**src/rtl/core_pipe_dispatch.sv**
```systemverilog
// core_pipe_dispatch: decode-to-execute pipeline register with RAW stall, writeback forwarding and flush.
module core_pipe_dispatch #(
  parameter int XL         = 63,
  parameter int REG_ADDR_R = 4,
  parameter int ALU_OP_R   = 4,
  parameter int LSU_OP_R   = 4,
  parameter int MDU_OP_R   = 2,
  parameter int CSR_OP_R   = 3,
  parameter int CFU_OP_R   = 2
) (
  input  logic                  g_clk,
  input  logic                  g_resetn,
  input  logic                  s1_valid,
  output logic                  s1_ready,
  input  logic [XL:0]           s1_pc,
  input  logic [XL:0]           s1_opr_a,
  input  logic [XL:0]           s1_opr_b,
  input  logic [XL:0]           s1_opr_c,
  input  logic [REG_ADDR_R:0]   s1_rs1,
  input  logic [REG_ADDR_R:0]   s1_rs2,
  input  logic                  s1_rs1_used,
  input  logic                  s1_rs2_used,
  input  logic [REG_ADDR_R:0]   s1_rd,
  input  logic                  s1_rd_used,
  input  logic [ALU_OP_R:0]     s1_alu_op,
  input  logic [LSU_OP_R:0]     s1_lsu_op,
  input  logic [MDU_OP_R:0]     s1_mdu_op,
  input  logic [CSR_OP_R:0]     s1_csr_op,
  input  logic [CFU_OP_R:0]     s1_cfu_op,
  input  logic                  s1_op_w,
  input  logic [31:0]           s1_instr,
  output logic                  s2_valid,
  input  logic                  s2_ready,
  output logic [XL:0]           s2_pc,
  output logic [XL:0]           s2_opr_a,
  output logic [XL:0]           s2_opr_b,
  output logic [XL:0]           s2_opr_c,
  output logic [REG_ADDR_R:0]   s2_rd,
  output logic [ALU_OP_R:0]     s2_alu_op,
  output logic [LSU_OP_R:0]     s2_lsu_op,
  output logic [MDU_OP_R:0]     s2_mdu_op,
  output logic [CSR_OP_R:0]     s2_csr_op,
  output logic [CFU_OP_R:0]     s2_cfu_op,
  output logic                  s2_op_w,
  output logic [31:0]           s2_instr,
  input  logic                  s2_rd_wen,
  input  logic [REG_ADDR_R:0]   s2_rd_addr,
  input  logic [XL:0]           s2_rd_wdata,
  input  logic                  s2_cf_valid,
  input  logic                  s2_cf_ack
);
  logic                buf_valid_q, buf_valid_d;
  logic                rd_pend_q, rd_pend_d;
  logic [XL:0]         pc_q, opr_a_q, opr_b_q, opr_c_q;
  logic [REG_ADDR_R:0] rd_q;
  logic [ALU_OP_R:0]   alu_op_q;
  logic [LSU_OP_R:0]   lsu_op_q;
  logic [MDU_OP_R:0]   mdu_op_q;
  logic [CSR_OP_R:0]   csr_op_q;
  logic [CFU_OP_R:0]   cfu_op_q;
  logic                op_w_q;
  logic [31:0]         instr_q;
  logic cf_flush, hit_rs1, hit_rs2, hit_rd, hazard, slot_free, load;
  logic [XL:0] opr_a_d, opr_b_d;
  // Writes to x0 are never treated as hits, so x0 neither stalls nor forwards.
  always_comb begin
    cf_flush  = s2_cf_valid && s2_cf_ack;
    hit_rs1   = s2_rd_wen && s2_rd_addr == s1_rs1 && s1_rs1 != '0;
    hit_rs2   = s2_rd_wen && s2_rd_addr == s1_rs2 && s1_rs2 != '0;
    hit_rd    = s2_rd_wen && s2_rd_addr == rd_q && rd_q != '0;
    hazard    = buf_valid_q && rd_pend_q && rd_q != '0 &&
                ((s1_rs1_used && s1_rs1 == rd_q) || (s1_rs2_used && s1_rs2 == rd_q)) && !hit_rd;
    slot_free = !buf_valid_q || s2_ready;
    load      = s1_valid && slot_free && !hazard && !s2_cf_valid;
    opr_a_d   = (s1_rs1_used && hit_rs1) ? s2_rd_wdata : s1_opr_a;
    opr_b_d   = (s1_rs2_used && hit_rs2) ? s2_rd_wdata : s1_opr_b;
    buf_valid_d = cf_flush ? 1'b0 : load ? 1'b1 : (buf_valid_q && s2_ready) ? 1'b0 : buf_valid_q;
    rd_pend_d   = cf_flush ? 1'b0 : load ? (s1_rd_used && s1_rd != '0) :
                  (buf_valid_q && s2_ready) ? 1'b0 : hit_rd ? 1'b0 : rd_pend_q;
  end
  always_ff @(posedge g_clk or negedge g_resetn) begin
    if (!g_resetn) begin
      buf_valid_q <= 1'b0;
      rd_pend_q   <= 1'b0;
      pc_q        <= '0;
      opr_a_q     <= '0;
      opr_b_q     <= '0;
      opr_c_q     <= '0;
      rd_q        <= '0;
      alu_op_q    <= '0;
      lsu_op_q    <= '0;
      mdu_op_q    <= '0;
      csr_op_q    <= '0;
      cfu_op_q    <= '0;
      op_w_q      <= 1'b0;
      instr_q     <= '0;
    end else begin
      buf_valid_q <= buf_valid_d;
      rd_pend_q   <= rd_pend_d;
      if (load) begin
        pc_q     <= s1_pc;
        opr_a_q  <= opr_a_d;
        opr_b_q  <= opr_b_d;
        opr_c_q  <= s1_opr_c;
        rd_q     <= s1_rd;
        alu_op_q <= s1_alu_op;
        lsu_op_q <= s1_lsu_op;
        mdu_op_q <= s1_mdu_op;
        csr_op_q <= s1_csr_op;
        cfu_op_q <= s1_cfu_op;
        op_w_q   <= s1_op_w;
        instr_q  <= s1_instr;
      end
    end
  end
  assign s1_ready  = load;
  assign s2_valid  = buf_valid_q;
  assign s2_pc     = pc_q;
  assign s2_opr_a  = opr_a_q;
  assign s2_opr_b  = opr_b_q;
  assign s2_opr_c  = opr_c_q;
  assign s2_rd     = rd_q;
  assign s2_alu_op = alu_op_q;
  assign s2_lsu_op = lsu_op_q;
  assign s2_mdu_op = mdu_op_q;
  assign s2_csr_op = csr_op_q;
  assign s2_cfu_op = cfu_op_q;
  assign s2_op_w   = op_w_q;
  assign s2_instr  = instr_q;
endmodule

```
**config.mk**
```make
export PLATFORM = sky130hd
export DESIGN_NAME = core_pipe_dispatch
export DESIGN_NICKNAME = d
export VERILOG_FILES = /design/src/rtl/core_pipe_dispatch.sv
export SDC_FILE = /design/constraint.sdc
export NUM_CORES = 1
export LEC_CHECK = 0
export ABC_CLOCK_PERIOD_IN_PS = 2900
export BUFFER_PORTS_ARGS = -buffer_cell sky130_fd_sc_hd__buf_2
export CORE_AREA = 2 2 281 283
export CTS_CLUSTER_SIZE = 28
export DETAILED_ROUTE_END_ITERATION = 10
export DIE_AREA = 0 0 283 285
export PLACE_DENSITY = 0.44
export REMOVE_ABC_BUFFERS = 1
export SLEW_MARGIN = 20
export SYNTH_ARGS = -nofsm -noshare
export SYNTH_HDL_FRONTEND = slang
export SYNTH_SLANG_ARGS = --single-unit
export TNS_END_PERCENT = 100
```
**constraint.sdc**
```tcl
create_clock -name g_clk -period 2.9 [get_ports g_clk]
set_input_delay 0.58 -clock g_clk [delete_from_list [all_inputs] [get_ports g_clk]]
set_output_delay 0.58 -clock g_clk [all_outputs]
set_load 0.005 [all_outputs]
```
# ---- Yosys cells after proc, flatten, opt, wreduce, memory -nomap -nowiden
# Cells that the tools add are included.
# W data, S select, Z words.
dict set report word_totals {
  ff_bits 316
  word_cells 60
}
dict set report op_classes {
  n_eq_ne 5
  reduce_logical 32
  mux 9
}
# cell count
set op_table {}
lappend op_table {{$mux W64} 2}
lappend op_table {{$eq A5 B5 Y1} 5}
lappend op_table {{$logic_and A1 B1 Y1} 20}
lappend op_table {{$reduce_bool A5 Y1} 4}
lappend op_table {{$mux W1} 7}
lappend op_table {{$logic_not A1 Y1} 4}
lappend op_table {{$reduce_bool A4 Y1} 1}
lappend op_table {{$reduce_bool A3 Y1} 1}
lappend op_table {{$logic_or A1 B1 Y1} 2}

# ---- Logic depth before layout (Yosys ltp)
dict set report depth {
  word_depth 10
  ltp_mapped 9
}

# ---- Worst setup path after synthesis
# OpenSTA, ideal clock, no wires.
dict set report synth_path {
  path_kind {input -> output}
  from {in s2_rd_addr[4]}
  to {out s1_ready}
  cell_stages 7
  t_arrival_ps 1779
  setup_slack_ps 541
  t_required_ps 2320
  cell_sequence {xor2_1 > nor4_2 > nand3_1 > a31oi_1 > buf_4 > buf_6 > buf_6}
}
dict set report synth_via {
  elab_chain_cells 8
}
# item line
set synth_lines {}
lappend synth_lines {{start, declared} 47} ;# input logic [REG_ADDR_R:0] s2_rd_addr,
lappend synth_lines {{$eq A5 B5 Y1} 70} ;# hit_rd = s2_rd_wen && s2_rd_addr == rd_q && rd_q != '0;
lappend synth_lines {{$logic_and A1 B1 Y1 (2 in series)} 70}
lappend synth_lines {{$logic_not A1 Y1} 72} ;# ((s1_rs1_used && s1_rs1 == rd_q) || (s1_rs2_used && s1_rs2 == rd_q)) && !hit_rd;
lappend synth_lines {{$logic_and A1 B1 Y1} 72}
lappend synth_lines {{$logic_not A1 Y1} 74} ;# load = s1_valid && slot_free && !hazard && !s2_cf_valid;
lappend synth_lines {{$logic_and A1 B1 Y1 (2 in series)} 74}
lappend synth_lines {{end, declared} 14} ;# output logic s1_ready,
# Every way passes these cells.

# ---- Worst setup path after layout
dict set report layout_path {
  from {reg rd_q[3], in the netlist s2_rd[3]}
  to {out s1_ready}
}
dict set report layout_via {
  elab_chain_cells 8
  word_cells_on_any_way 16
  cone_classes {eq/ne: 3; reduce/logical: 13}
}
# item line
set layout_lines {}
lappend layout_lines {{start, declared} 55} ;# logic [REG_ADDR_R:0] rd_q;
lappend layout_lines {{start signal, assigned} 105} ;# rd_q <= s1_rd;
lappend layout_lines {{$eq A5 B5 Y1 (on tied branches)} {72, 70}}
lappend layout_lines {{$logic_and A1 B1 Y1 (on tied branches)} {72, 70}}
lappend layout_lines {{$logic_or A1 B1 Y1 or $logic_and A1 B1 Y1 (tied branches)} {72, 70}}
lappend layout_lines {{$logic_and A1 B1 Y1 or $logic_not A1 Y1 (tied branches)} {71, 72}}
lappend layout_lines {{$logic_and A1 B1 Y1 (*)} 72}
lappend layout_lines {{$logic_not A1 Y1 (*)} 74}
lappend layout_lines {{$logic_and A1 B1 Y1 (*) (2 in series)} 74}
# Mark *: on every way between the ends. The rest lies on a longest branch, timed or not.

==> run_results.csv <==
group,metric,value,unit
clock_tree,clk_latency,0.54,ns
logic_synthesis,yosys_warnings,0,
floorplan,fp-row-count,103,
sta,tightest_slew,0.751,ns
logic_synthesis,synth_fa_ha_area_share,0,%
place,dp.cells,2629,
setup_path,r2r-start,"s2_rd[4]",
logic_synthesis,netlist_top_cells_count,"mux2_2, dfrtp_1, buf_6",
logic_synthesis,synth_top_area_share,57.6,%
setup_path,required,2.32,ns
clock_tree,clockRootBuffer,"clkbuf_16",
clock_tree,cts_buffer_depth,3,
setup_path,cp-start-kind,"register",
pwr,p_comb_share,20.6,%
final_layout,final_nets,2029,
grt,overflow,0,
setup_path,rrSetupSlack,0.34,ns
setup_path,cpPeakStageDelay,0.44,ns
final_layout,drive_above_1_share,76.7,%
final_layout,fillers,8236,
sta,max_freq,369,MHz
floorplan,die_x,283,um
sta,rsz0062_at_grt,"no",
logic_synthesis,synth.cell_area,0.0137,mm^2
logic_synthesis,synth_flop_cell,"dfrtp_1",
pwr,switching_power,0.00346,W
sta,setup_viol,0,
logic_synthesis,synthCells,866,
logic_synthesis,ys_types,30,
setup_path,critical_path_class,"register to primary output",
setup_path,worstSetupEndpointType,"primary output",
logic_synthesis,synth_compound_area_share,0.511,%
pwr,internal-power,0.00971,W
sta,slew_headroom,49.9,%
logic_synthesis,syn_avg_cell_area,15.8,um^2
place,dp_hpwl,34700,um
floorplan,start_util,17.6,%
setup_path,path_cells,"buf_4 -> xnor2_1 -> nand4_1 -> o22ai_1 -> a31oi_4 -> buf_12 -> buf_2",
sta,period_share,93.4,%
outcome,status,"completed",
pwr,p_sw_share,26.2,%
setup_path,arrival,2.13,ns
floorplan,die_area,0.0807,mm^2
route,routedWlPerCell,16.4,um
logic_synthesis,synth_top_family_by_area,"multiplexers",
logic_synthesis,synth_top_cell_by_area,"dfrtp_1",
sta,drv_slew,0,
logic_synthesis,synth-edff-count,0,
logic_synthesis,ys_ff_latch,316,
final_layout,stdcell_count,2701,
logic_synthesis,synth_xor_area_share,1.47,%
pwr,power_density,656,mW/mm^2
floorplan,die_h,285,um
clock_tree,cts.sinks,316,
route,ant_nets,0,
final_layout,layout.area.seq,0.00791,mm^2
clock_tree,path_clk_slew,0.06,ns
job,drv_cap,0,
route,first_pass_iters,6,
grt,grt_usage,10.6,%
setup_path,cp_max_fo,7,
sta,finalCriticalPeriod,2.71,ns
route,drc,0,
grt,antenna_found_initial,4,
route,viasPerCell,3.73,
pwr,clockPowerShare,36.5,%
logic_synthesis,synth_mux_area_share,36.4,%
setup_path,reg2reg_to,"s2_opr_c[35]",
final_layout,multiInputGateArea,0.00543,mm^2
final_layout,synthToLayoutAreaGrowth,46.2,%
pwr,p_leak,9.35,nW
logic_synthesis,async_flop_share,100,%
grt,grt_pass1_wl,67000,um
grt,grt_max_degree,84,
sta,hold_violations,0,
floorplan,fp.coreArea,0.0780,mm^2
hold_path,hold_class,"input pin to async pin",
logic_synthesis,yosysMostFrequentCell,"mux2_2",
logic_synthesis,synthTopCellsByArea,"dfrtp_1, mux2_2, buf_6",
place,port_buffers,718,
clock_tree,ctsHoldBuffers,0,
logic_synthesis,yosys.area_share.simple,0.967,%
pwr,p_total,0.0132,W
setup_path,reg2reg_depth,9,
route,finalWirelength,44300,um
floorplan,io_pins,719,
clock_tree,cts_inserted_buffers,38,
route,drt_iter0_markers,218,
place,gp_congestion,0.892,
pwr,seqPwrFrac,42.9,%
sta,tns,0,ns
sta,fin_skew,0.0115,ns
grt,grt_pass1_vias,11100,
clock_tree,cts_tree,"done",
clock_tree,cts-htree-levels,2,
setup_path,cp_slowest_cell,"dfrtp_2",
pwr,max-vdd-ir-drop,0.308,mV
route,num_vias,10100,
logic_synthesis,ys_seq_area_share,57.6,%
## worst max-delay path, delay by kind of cell, from the launching register on
family	cells	cell delay, ns
DFF	1	0.44
AOI/OAI and AO/OA	2	0.43
and+or+nand+nor	1	0.10
xor gates and xnor gates	1	0.14
buffers and inverters	3	0.46
## final cells by class
cell class | count | share of cell area [%]
antenna | 1 | 0.0125
clock buffer | 53 | 5.68
clock inverter | 11 | 0.580
inverter | 1 | 0.0187
multi-input combinational | 499 | 27.1
sequential | 316 | 39.4
tap | 1050 | 6.55
timing repair buffer | 770 | 20.7
## per-layer routing
layer	vias to the layer above	routed length, um	track usage (%)	share of wire, %
met4	6	1470	4.14	3.3
met3	81	3290	3.42	7.4
met1	4927	15800	10.9	36
met2	419	23700	19.8	54
li1	4636	-	-	-
met5	-	37	0	0.083
## worst max path at each step
stage	to	from	slack, ns	cells after the start
2_1_floorplan	s2_alu_op[0]	s2_rd_addr[4]	-17.34	5
3_3_place_gp	s2_pc[62]	s2_rd_addr[4]	0.19	8
3_5_place_dp	s2_pc[62]	s2_rd_addr[4]	0.18	8
4_1_cts	s1_ready	s2_rd[1]	0.02	6
5_1_grt	s1_ready	s2_rd[4]	0.02	6
6_report	s1_ready	s2_rd[3]	0.19	7
## power by group through the flow
stage | logic [W] | clock network [W] | registers (W)
floorplan | 0.00134 | 0 | 0.00579
global placement | 0.00271 | 0 | 0.00572
detailed placement | 0.00275 | 0 | 0.00572
CTS | 0.00276 | 0.00500 | 0.00567
global route | 0.00295 | 0.00519 | 0.00577
finish | 0.00272 | 0.00480 | 0.00565
## stage by stage
stage / area [um^2] / worst slack (ns) / hold slack [ns] / utilization [%]
finish: 20100 / 0.190 / 0.0796 / 25.7
global route: 20100 / 0.0159 / 0.0985 / 25.7
CTS: 20000 / 0.0229 / 0.0905 / 25.7
detailed placement: 18700 / 0.177 / 0.469 / 24.0
global placement: 18700 / 0.189 / 0.467 / 24.0
floorplan: 13300 / -17.34 / 0.284 / -
## repair_timing
item                                    in CTS  in global routing
gates cloned                                 1                  0
setup buffers                                1                  5
endpoints found under the setup margin       1                  1
resized for setup                            1                  1
hold endpoints to repair                     0                  0
pin swaps                                    1                  3
## state kept, by name, summed over array words and instances (netlist names)
name and count:
s2_instr 32, s2_cfu_op 3, s2_opr_a 64, rd_pend_q 1
s2_rd 5, s2_pc 64, s2_opr_b 64, s2_mdu_op 3
s2_valid 1, s2_csr_op 4, s2_op_w 1, s2_lsu_op 5
s2_alu_op 5, s2_opr_c 64
## cells by family (layout without fill, tap and decap cells)
group	Yosys count	count (layout)
XOR/XNOR	23	23
AO/OA/AOI/OAI	9	9
AND/OR/NAND/NOR	24	24
other	0	1
flip-flops	316	316
buffers and inverters	51	835
multiplexers	443	443
## cell usage in the layout (no fill, tap or decap)
cell | synthesis | routed
o2111ai_4 | 0 | 2
and3_1 | 1 | 1
clkbuf_16 | 0 | 39
mux2i_1 | 1 | 1
a21oi_1 | 3 | 3
nand2_1 | 5 | 5
dfrtp_1 | 316 | 314
clkbuf_1 | 3 | 3
buf_4 | 11 | 41
mux2_2 | 427 | 427
buf_2 | 15 | 717
o21ai_0 | 1 | 1
diode_2 | 0 | 1
nand4_1 | 3 | 3
mux2_1 | 15 | 15
nand3b_1 | 1 | 1
nand2b_1 | 1 | 1
inv_1 | 1 | 1
clkinv_2 | 0 | 5
or2_2 | 1 | 1
buf_12 | 1 | 10
clkbuf_8 | 0 | 11
inv_6 | 0 | 1
dfrtp_2 | 0 | 2
o22ai_1 | 1 | 1
or4_1 | 1 | 1
nand3_1 | 2 | 2
clkinvlp_4 | 0 | 3
nor4_2 | 1 | 1
a22oi_1 | 1 | 1
nor2_1 | 3 | 3
xor2_1 | 10 | 10
nor4_1 | 2 | 2
a31oi_4 | 0 | 1
xnor2_1 | 13 | 13
bufbuf_16 | 0 | 1
buf_8 | 0 | 1
bufinv_16 | 0 | 2
nor3_1 | 3 | 3
No activity file was read; power rests on OpenSTA's default activity.
